[src/rtl/ro_pkg.sv]
`default_nettype none
// ============================================================================
//  Module   : ro_pkg
//  Purpose  : Shared defaults, tag width and state type for the readout
//             bus receive side.
//  Revision : 1.0  initial release
// ============================================================================
package ro_pkg;

    localparam int N_CH_DEF       = 8;
    localparam int SLOT_CYC_DEF   = 16;
    localparam int SAMPLE_OFS_DEF = 8;
    localparam int FRAME_ID_W     = 8;

    typedef enum logic [0:0] {
        IDLE    = 1'b0,
        COLLECT = 1'b1
    } ro_col_state_t;

endpackage
`default_nettype wire

[src/rtl/ro_fifo.sv]
`default_nettype none
// ============================================================================
//  Module   : ro_fifo
//  Purpose  : Small synchronous FIFO; a push into a full FIFO succeeds when
//             a pop happens in the same cycle. Head is read combinationally.
//  Revision : 1.0  initial release
// ============================================================================
module ro_fifo #(
    parameter int WIDTH = 16,
    parameter int DEPTH = 2
) (
    input  logic             clk_ext,
    input  logic             rstb,
    input  logic             push,
    input  logic [WIDTH-1:0] push_data,
    input  logic             pop,
    output logic [WIDTH-1:0] pop_data,
    output logic             full,
    output logic             empty
);

    localparam int AW = (DEPTH > 1) ? $clog2(DEPTH) : 1;

    logic [WIDTH-1:0] mem_q [DEPTH];
    logic [WIDTH-1:0] mem_d [DEPTH];
    logic [AW:0]      wr_q, wr_d;
    logic [AW:0]      rd_q, rd_d;
    logic             w_do_pop;
    logic             w_do_push;

    always_comb begin
        empty     = (wr_q == rd_q);
        full      = (wr_q[AW-1:0] == rd_q[AW-1:0]) && (wr_q[AW] != rd_q[AW]);
        w_do_pop  = pop && !empty;
        w_do_push = push && (!full || w_do_pop);
        pop_data  = mem_q[rd_q[AW-1:0]];

        mem_d = mem_q;
        wr_d  = wr_q;
        rd_d  = rd_q;
        if (w_do_push) begin
            mem_d[wr_q[AW-1:0]] = push_data;
            wr_d                = wr_q + 1'b1;
        end
        if (w_do_pop) begin
            rd_d = rd_q + 1'b1;
        end
    end

    always_ff @(posedge clk_ext or negedge rstb) begin
        if (!rstb) begin
            for (int i = 0; i < DEPTH; i++) begin
                mem_q[i] <= '0;
            end
            wr_q <= '0;
            rd_q <= '0;
        end else begin
            mem_q <= mem_d;
            wr_q  <= wr_d;
            rd_q  <= rd_d;
        end
    end

endmodule
`default_nettype wire

[src/rtl/ro_collector.sv]
`default_nettype none
// ============================================================================
//  Module   : ro_collector
//  Purpose  : Samples the shared 2-bit readout bus once per slot after a
//             frame sync, packs N_CH values per word and buffers the words.
//  Options  : RO_COLLECT_FRAMECNT_EN adds a frame_id tag per buffered word.
//  Revision : 1.0  initial release
// ============================================================================
module ro_collector
    import ro_pkg::*;
#(
    parameter int N_CH       = N_CH_DEF,
    parameter int SLOT_CYC   = SLOT_CYC_DEF,
    parameter int SAMPLE_OFS = SAMPLE_OFS_DEF,
    parameter int FIFO_DEPTH = 2
) (
    input  logic                  clk_ext,
    input  logic                  rstb,
    input  logic                  frame_sync,
    input  logic [1:0]            bus_in,
    output logic [2*N_CH-1:0]     word_out,
    output logic                  word_valid,
    input  logic                  word_ready,
    output logic                  busy,
    output logic                  frame_err,
`ifdef RO_COLLECT_FRAMECNT_EN
    output logic [FRAME_ID_W-1:0] frame_id,
`endif
    output logic                  overflow
);

    localparam int CYC_W  = (SLOT_CYC > 1) ? $clog2(SLOT_CYC) : 1;
    localparam int SLOT_W = (N_CH > 1) ? $clog2(N_CH) : 1;
    localparam int WW     = 2 * N_CH;
`ifdef RO_COLLECT_FRAMECNT_EN
    localparam int FW     = WW + FRAME_ID_W;
`else
    localparam int FW     = WW;
`endif

    ro_col_state_t     state_q, state_d;
    logic [SLOT_W-1:0] slot_q, slot_d;
    logic [CYC_W-1:0]  cyc_q, cyc_d;
    logic [WW-1:0]     shadow_q, shadow_d;
    logic              busy_q, busy_d;
    logic              frame_err_q, frame_err_d;
    logic              overflow_q, overflow_d;

    logic              w_active;
    logic [SLOT_W-1:0] w_slot;
    logic [CYC_W-1:0]  w_cyc;
    logic              w_push;
    logic              w_pop;
    logic              w_full;
    logic              w_empty;
    logic [FW-1:0]     w_fifo_din;
    logic [FW-1:0]     w_fifo_dout;

`ifdef RO_COLLECT_FRAMECNT_EN
    logic [FRAME_ID_W-1:0] fcnt_q, fcnt_d;
`endif

    always_comb begin
        state_d     = state_q;
        slot_d      = slot_q;
        cyc_d       = cyc_q;
        shadow_d    = shadow_q;
        w_push      = 1'b0;
        frame_err_d = frame_sync && (state_q == COLLECT);

        // A sync cycle is itself slot 0 / cycle 0, so counters restart here.
        w_active = frame_sync || (state_q == COLLECT);
        w_slot   = frame_sync ? '0 : slot_q;
        w_cyc    = frame_sync ? '0 : cyc_q;

        if (frame_sync) begin
            shadow_d = '0;
            state_d  = COLLECT;
        end

        if (w_active) begin
            if (w_cyc == CYC_W'(SAMPLE_OFS)) begin
                for (int k = 0; k < N_CH; k++) begin
                    if (w_slot == SLOT_W'(k)) begin
                        shadow_d[2*k +: 2] = bus_in;
                    end
                end
            end
            if (w_cyc == CYC_W'(SLOT_CYC - 1)) begin
                cyc_d = '0;
                if (w_slot == SLOT_W'(N_CH - 1)) begin
                    slot_d = '0;
                    if (!frame_sync) begin
                        w_push  = 1'b1;
                        state_d = IDLE;
                    end
                end else begin
                    slot_d = w_slot + SLOT_W'(1);
                end
            end else begin
                cyc_d  = w_cyc + CYC_W'(1);
                slot_d = w_slot;
            end
        end

        busy_d     = (state_d == COLLECT);
        w_pop      = !w_empty && word_ready;
        overflow_d = overflow_q || (w_push && w_full && !w_pop);
    end

`ifdef RO_COLLECT_FRAMECNT_EN
    // Tag carries the count before this frame's increment, so frames number from 0.
    always_comb begin
        fcnt_d     = fcnt_q + (w_push ? FRAME_ID_W'(1) : FRAME_ID_W'(0));
        w_fifo_din = {fcnt_q, shadow_d};
        frame_id   = w_fifo_dout[FW-1:WW];
    end

    always_ff @(posedge clk_ext or negedge rstb) begin
        if (!rstb) begin
            fcnt_q <= '0;
        end else begin
            fcnt_q <= fcnt_d;
        end
    end
`else
    always_comb begin
        w_fifo_din = shadow_d;
    end
`endif

    always_ff @(posedge clk_ext or negedge rstb) begin
        if (!rstb) begin
            state_q     <= IDLE;
            slot_q      <= '0;
            cyc_q       <= '0;
            shadow_q    <= '0;
            busy_q      <= 1'b0;
            frame_err_q <= 1'b0;
            overflow_q  <= 1'b0;
        end else begin
            state_q     <= state_d;
            slot_q      <= slot_d;
            cyc_q       <= cyc_d;
            shadow_q    <= shadow_d;
            busy_q      <= busy_d;
            frame_err_q <= frame_err_d;
            overflow_q  <= overflow_d;
        end
    end

    ro_fifo #(
        .WIDTH (FW),
        .DEPTH (FIFO_DEPTH)
    ) u_fifo (
        .clk_ext   (clk_ext),
        .rstb      (rstb),
        .push      (w_push),
        .push_data (w_fifo_din),
        .pop       (w_pop),
        .pop_data  (w_fifo_dout),
        .full      (w_full),
        .empty     (w_empty)
    );

    assign word_out   = w_fifo_dout[WW-1:0];
    assign word_valid = !w_empty;
    assign busy       = busy_q;
    assign frame_err  = frame_err_q;
    assign overflow   = overflow_q;

endmodule
`default_nettype wire

[config.mk]
export PLATFORM = sky130hd
export DESIGN_NAME = ro_collector
export DESIGN_NICKNAME = d
export VERILOG_FILES = /design/src/rtl/ro_pkg.sv /design/src/rtl/ro_fifo.sv /design/src/rtl/ro_collector.sv
export SDC_FILE = /design/constraint.sdc
export NUM_CORES = 1
export LEC_CHECK = 0
export CAP_MARGIN = 10
export CORE_UTILIZATION = 35
export CTS_CLUSTER_SIZE = 8
export DETAILED_ROUTE_END_ITERATION = 10
export DONT_BUFFER_PORTS = 1
export PLACE_DENSITY = 0.57
export SLEW_MARGIN = 20
export SYNTH_ARGS = -nofsm -noshare
export SYNTH_HDL_FRONTEND = slang
export SYNTH_HIERARCHICAL = 1
export SYNTH_SLANG_ARGS = --single-unit
[constraint.sdc]
create_clock -name clk_ext -period 3.2 [get_ports clk_ext]
set_input_delay 0.8 -clock clk_ext [delete_from_list [all_inputs] [get_ports clk_ext]]
set_output_delay 0.8 -clock clk_ext [all_outputs]
set_load 0.02 [all_outputs]
-- Yosys cells after proc, flatten, opt, wreduce, memory -nomap -nowiden
Cells that the tools add are included.
- register bits after elaboration: 62
- input port bits: 6
- output and inout port bits: 20
- logic and storage cells: 77
- add/sub/neg operators: 4
- $lt $le $gt $ge: 3
- equal/unequal tests: 12
- mux-type cells: 31
- bitwise operators: 2
- reduce and logical (&&, ||, !) cells: 15
- operators with widths (kind ; number):
    $mux W16 ; 7
    $bwmux W32 ; 1
    $demux W16 S1 ; 1
    $mux W2 ; 8
    $eq A3 B3 Y1 const B ; 4
    $mux W1 ; 9
    $mux W3 ; 3
    $eq A4 B4 Y1 const B ; 2
    $logic_and A1 B1 Y1 ; 8
    $mux W4 ; 2
    $eq A3 B2 Y1 const B ; 2
    $add A2 B1 Y2 const B ; 2
    $add A4 B1 Y4 const B ; 1
    $ge A2 B2 Y1 const B ; 2
    $not A1 Y2 ; 2
    $add A3 B1 Y3 const B ; 1
    $eq A3 B1 Y1 const B ; 1
    $logic_not A1 Y1 ; 3
    $logic_not A3 Y1 ; 1
    $logic_or A1 B1 Y1 ; 3
    $eq A2 B2 Y1 ; 1
    $lt A2 B1 Y1 const B ; 1
    $eq A1 B1 Y1 ; 1
    $ne A1 B1 Y1 ; 1

-- Longest topological paths before layout
- word-level depth: 8
- gate-level depth with buffers: 14
- gate-level depth less buffers: 9

-- Cells and area by module
The synthesis kept the hierarchy.
- modules (own cells, without submodules) (module ; instances ; cells each ; area an instance (um^2) ; sequential area each (um^2)):
    ro_fifo ; 1 ; 112 ; 1662.8 ; 900.9
    ro_collector ; 1 ; 123 ; 1340.0 ; 650.6

-- Worst setup path before layout
Ideal clock, no wire load.
- path kind: input-to-reg
- start: input frame_sync
- end: register u_fifo/mem_q[0] (netlist name)
- data arrival time: 3.105 ns
- setup slack: -0.033 ns
- stages on the path: 13
- path buffers: 4
- cell sequence: clkbuf_1 inv_1 buf_2 nand2_1 inv_1 ha_1 and4_2 clkbuf_1 and2_1 nand2_1 a21oi_2 buf_2 mux2_1
- cells in the longest elaborated chain, start to end: 6
- elaborated cells on any way between the ends: 17
- those cells by class: 3 x eq/ne; 11 x mux; 3 x reduce/logical
- ends and longest elaborated chain (item ; line ; source):
    start: declaration ; ro_collector.sv:19 ; input logic frame_sync,
    $mux W3 ; ro_collector.sv:73 ; w_slot = frame_sync ? '0 : slot_q;
    $eq A3 B3 Y1 ; ro_collector.sv:91 ; if (w_slot == SLOT_W'(N_CH - 1)) begin
    $mux W1 ; ro_collector.sv:91 ;
    $mux W1 ; ro_collector.sv:89 ; if (w_cyc == CYC_W'(SLOT_CYC - 1)) begin
    $mux W1 (*) ; ro_collector.sv:81 ; if (w_active) begin
    named net w_push ; ro_collector.sv:52 ; logic w_push;
    $logic_and A1 B1 Y1 (*) ; ro_fifo.sv:35 ; w_do_push = push && (!full || w_do_pop);
    end signal: assignment ; ro_fifo.sv:58 ; mem_q <= mem_d;
    end: declaration ; ro_fifo.sv:24 ; logic [WIDTH-1:0] mem_q [DEPTH];
The timed path passes the listed nets; every way through them passes the cells marked *.
A chain may end at the register's enable or synchronous reset.

-- Worst setup path in the final report
- start: input frame_sync
- end: register u_fifo/mem_q[31] (netlist name)
The elaborated chain is that of the path after synthesis.

==> reports/qor.yml <==
placed_design:
  gp_congestion: 0.742
  detailed_place_hpwl_um: 3650
  port_buffers: 0
synthesis:
  ys_warn_count: 6
  synth_cells: 235
  async_reset_ff_share_pct: 100
  synth_area_per_cell_um2: 12.8
  synthFlopType: "dfrtp_1"
  synth_fp_nets: 249
  syn_area_um2: 3000
  ys_seq_elements: 62
  ys_types: 37
  synth_edf_count: 0
  seq_area_frac_synth_pct: 51.7
pwr:
  switchingPower_w: 0.000467
  powerDensity_nw_per_um2: 521
  leakage_nw: 1.66
  pwr-share-seq_pct: 47.8
  clock_power_share_pct: 40.8
  vdd_ir_drop_max_uv: 269
  p_int_w: 0.00127
  combinationalPowerShare_pct: 11.3
  switching_share_pct: 26.9
sta:
  setup_violations: 0
  fin_crit_ns: 2.51
  final.setup.tns_ns: 0
  clock.fmax_mhz: 398
  drv_slew: 0
  final_hold_viol_count: 0
  rsz0062_at_grt: "false"
  holdWs_ns: 0.140
  fin_crit_sh_pct: 78.5
  worst_slew_pin_slew_ns: 0.474
  final.setup_skew_ns: 0.00775
  relSlewSlack_pct: 68.2
clocking:
  ctsLongestPathBuffers: 2
  htreeDepth: 3
  cts-root-buf: "clkbuf_8"
  clk_latency_ns: 0.34
  hold_buffers: 0
  cts_buffers: 9
  clkSlewWorstSetupHoldPaths_ns: 0.07
  post_cts_buffers: 0
  postCtsResizedCells: 0
  cts.sinks: 62
  cts_tree: "done"
die:
  row_count: 33
  die-area_um2: 8950
  fp.dieH_um: 94.6
  core_area_um2: 8260
  die-width_um: 94.6
  ioPinCount: 26
  start_util_pct: 36.4
finish:
  syn_to_final_growth_pct: 10.8
  antenna_cells: 0
  fin_nets: 256
  drive_gt1_share_pct: 27.5
grt:
  grt_pass1_vias: 1798
  grt_pass1_wl_um: 9300
  grt_antenna_before_repair: 0
  grt_max_degree: 63
  grt_use_total_pct: 13.9
  grt_overflow: 0
routing:
  drt_iter0_drc: 78
  ant_nets: 0
  dr.pass1.iters: 4
  num_vias: 1740
  via_per_inst: 4.94
  wire_per_inst_um: 15.8
  drc_errors: 0
  wirelength_um: 5540
worst_setup_path:
  critPathBufInv: 3
  path_max_fanout: 16
  cp_slowest_cell: "mux2_1"
  cpMostUsedCell: "inv_1"
  path_class: "input port to flop"
  critPathTopFamily: "simple AND/OR/NAND/NOR gates"
  path_cells: "inv_1 > nand2_1 > inv_1 > ha_1 > and4_2 > and2_1 > nor2b_1 > o31a_1 > buf_4 > mux2_1"
  crit_path_end_kind: "flop"
  critPathMaxStageDelay_ns: 0.36
  worstPathArrival_ns: 2.74
  start_kind: "input port"
  cp.required_ns: 3.43
worst_hold_path:
  hold_path.class: "input port to async pin"
status:
  status: "finished clean"
run:
  drv_cap: 0
## final cells by class
| type | count | area, um2 |
|---|---|---|
| Clock buffer | 10 | 138 |
| Tap cell | 105 | 131 |
| Clock inverter | 6 | 70.1 |
| Fill cell | 798 | 4930 |
| Sequential cell | 62 | 1550 |
| Timing Repair Buffer | 7 | 52.6 |
| Inverter | 8 | 30.0 |
| Multi-Input combinational cell | 154 | 1350 |
## layer usage
metal | share of wire, % | wire length (um) | global-route usage, % | vias up
met1 | 51 | 2800 | 18.4 | 860
li1 | - | - | - | 835
met5 | 0 | 0 | 0 | -
met3 | 4.6 | 255 | 4.43 | 10
met2 | 43 | 2400 | 21.0 | 35
met4 | 1.6 | 91 | 5.30 | 0
## synth_stat cells (all sizes together), types with 2 or more instances
library cell	number	share of area [%]
clkbuf	3	0.37
nor2b	9	1.9
mux2i	12	4.0
buf	8	1.9
inv	8	1.0
ha	8	3.3
xor2	2	0.58
a21oi	4	0.79
mux2	55	22
nand4b	4	1.2
and4	3	1.0
xnor2	3	0.88
nor2	6	0.75
nand4	3	0.63
o21ai	4	0.67
nand2	26	3.2
dfrtp	62	52
## cells in the final DEF, fill, tap and decap left out, types with 2 or more instances in the layout
master and count:
a21oi_1 3, and4_2 3, buf_4 7, clkbuf_8 10
clkinvlp_4 3, dfrtp_1 62, ha_1 8, inv_1 8
mux2_1 16, mux2_2 27, mux2_4 12, mux2i_1 12
nand2_1 26, nand4_1 3, nand4b_1 4, nor2_1 6
nor2b_1 9, o21ai_0 4, xnor2_1 3, xor2_1 2
## cells by family (layout without fill, tap and decap cells)
kind of cell,count (synthesis),after routing,synth area share (%)
adder cells (fa/ha/maj),8,8,3.33
buffers and inverters,19,31,3.25
multiplexers,67,67,26.1
flip-flops,62,62,51.7
XOR/XNOR,5,5,1.46
AND/OR/NAND/NOR,58,58,10.5
AO/OA/AOI/OAI,16,16,3.71
## path summary, 6_finish.rpt
check | start | end | slack [ns] | cells past startpoint
worst max-delay path | frame_sync | u_fifo/mem_q[31] | 0.69 | 10
worst min-delay path | rstb | u_fifo/mem_q[4] | 0.14 | 0
worst max register to register | cyc_q[0] | u_fifo/mem_q[31] | 0.83 | 9
worst min register to register | u_fifo/mem_q[13] | u_fifo/mem_q[13] | 0.48 | 1
max in group asynchronous | rstb | slot_q[2] | 2.95 | 0
min in group clk_ext | u_fifo/mem_q[13] | u_fifo/mem_q[13] | 0.48 | 1
## power groups by stage
stage / combinational (W) / clock [W] / sequential, W
after floorplan: 0.000157 / 0 / 0.000834
after global placement: 0.000195 / 0 / 0.000843
after detailed placement: 0.000197 / 0 / 0.000845
after CTS: 0.000199 / 0.000731 / 0.000829
after global routing: 0.000219 / 0.000756 / 0.000833
final: 0.000197 / 0.000708 / 0.000829
## per-stage QoR
stage	total power, W	utilization [%]	instances	setup WS (ns)	cell area [um2]
final	0.00173	40.3	352	0.687	3330
after global placement	0.00104	37.8	336	0.395	3120
after global routing	0.00181	40.3	352	0.480	3330
after detailed placement	0.00104	37.8	336	0.339	3120
after CTS	0.00176	40.3	352	0.686	3330
after floorplan	0.000992	-	235	0.0153	3010
## sequential cells by signal, summed over array words and instances, names as in the netlist
name and count:
u_fifo/mem_q 32, shadow_q 16, cyc_q 4, slot_q 3, u_fifo/rd_q 2, u_fifo/wr_q 2
busy 1, frame_err 1, overflow 1
Note: power is estimated with default switching activity, not from simulation.
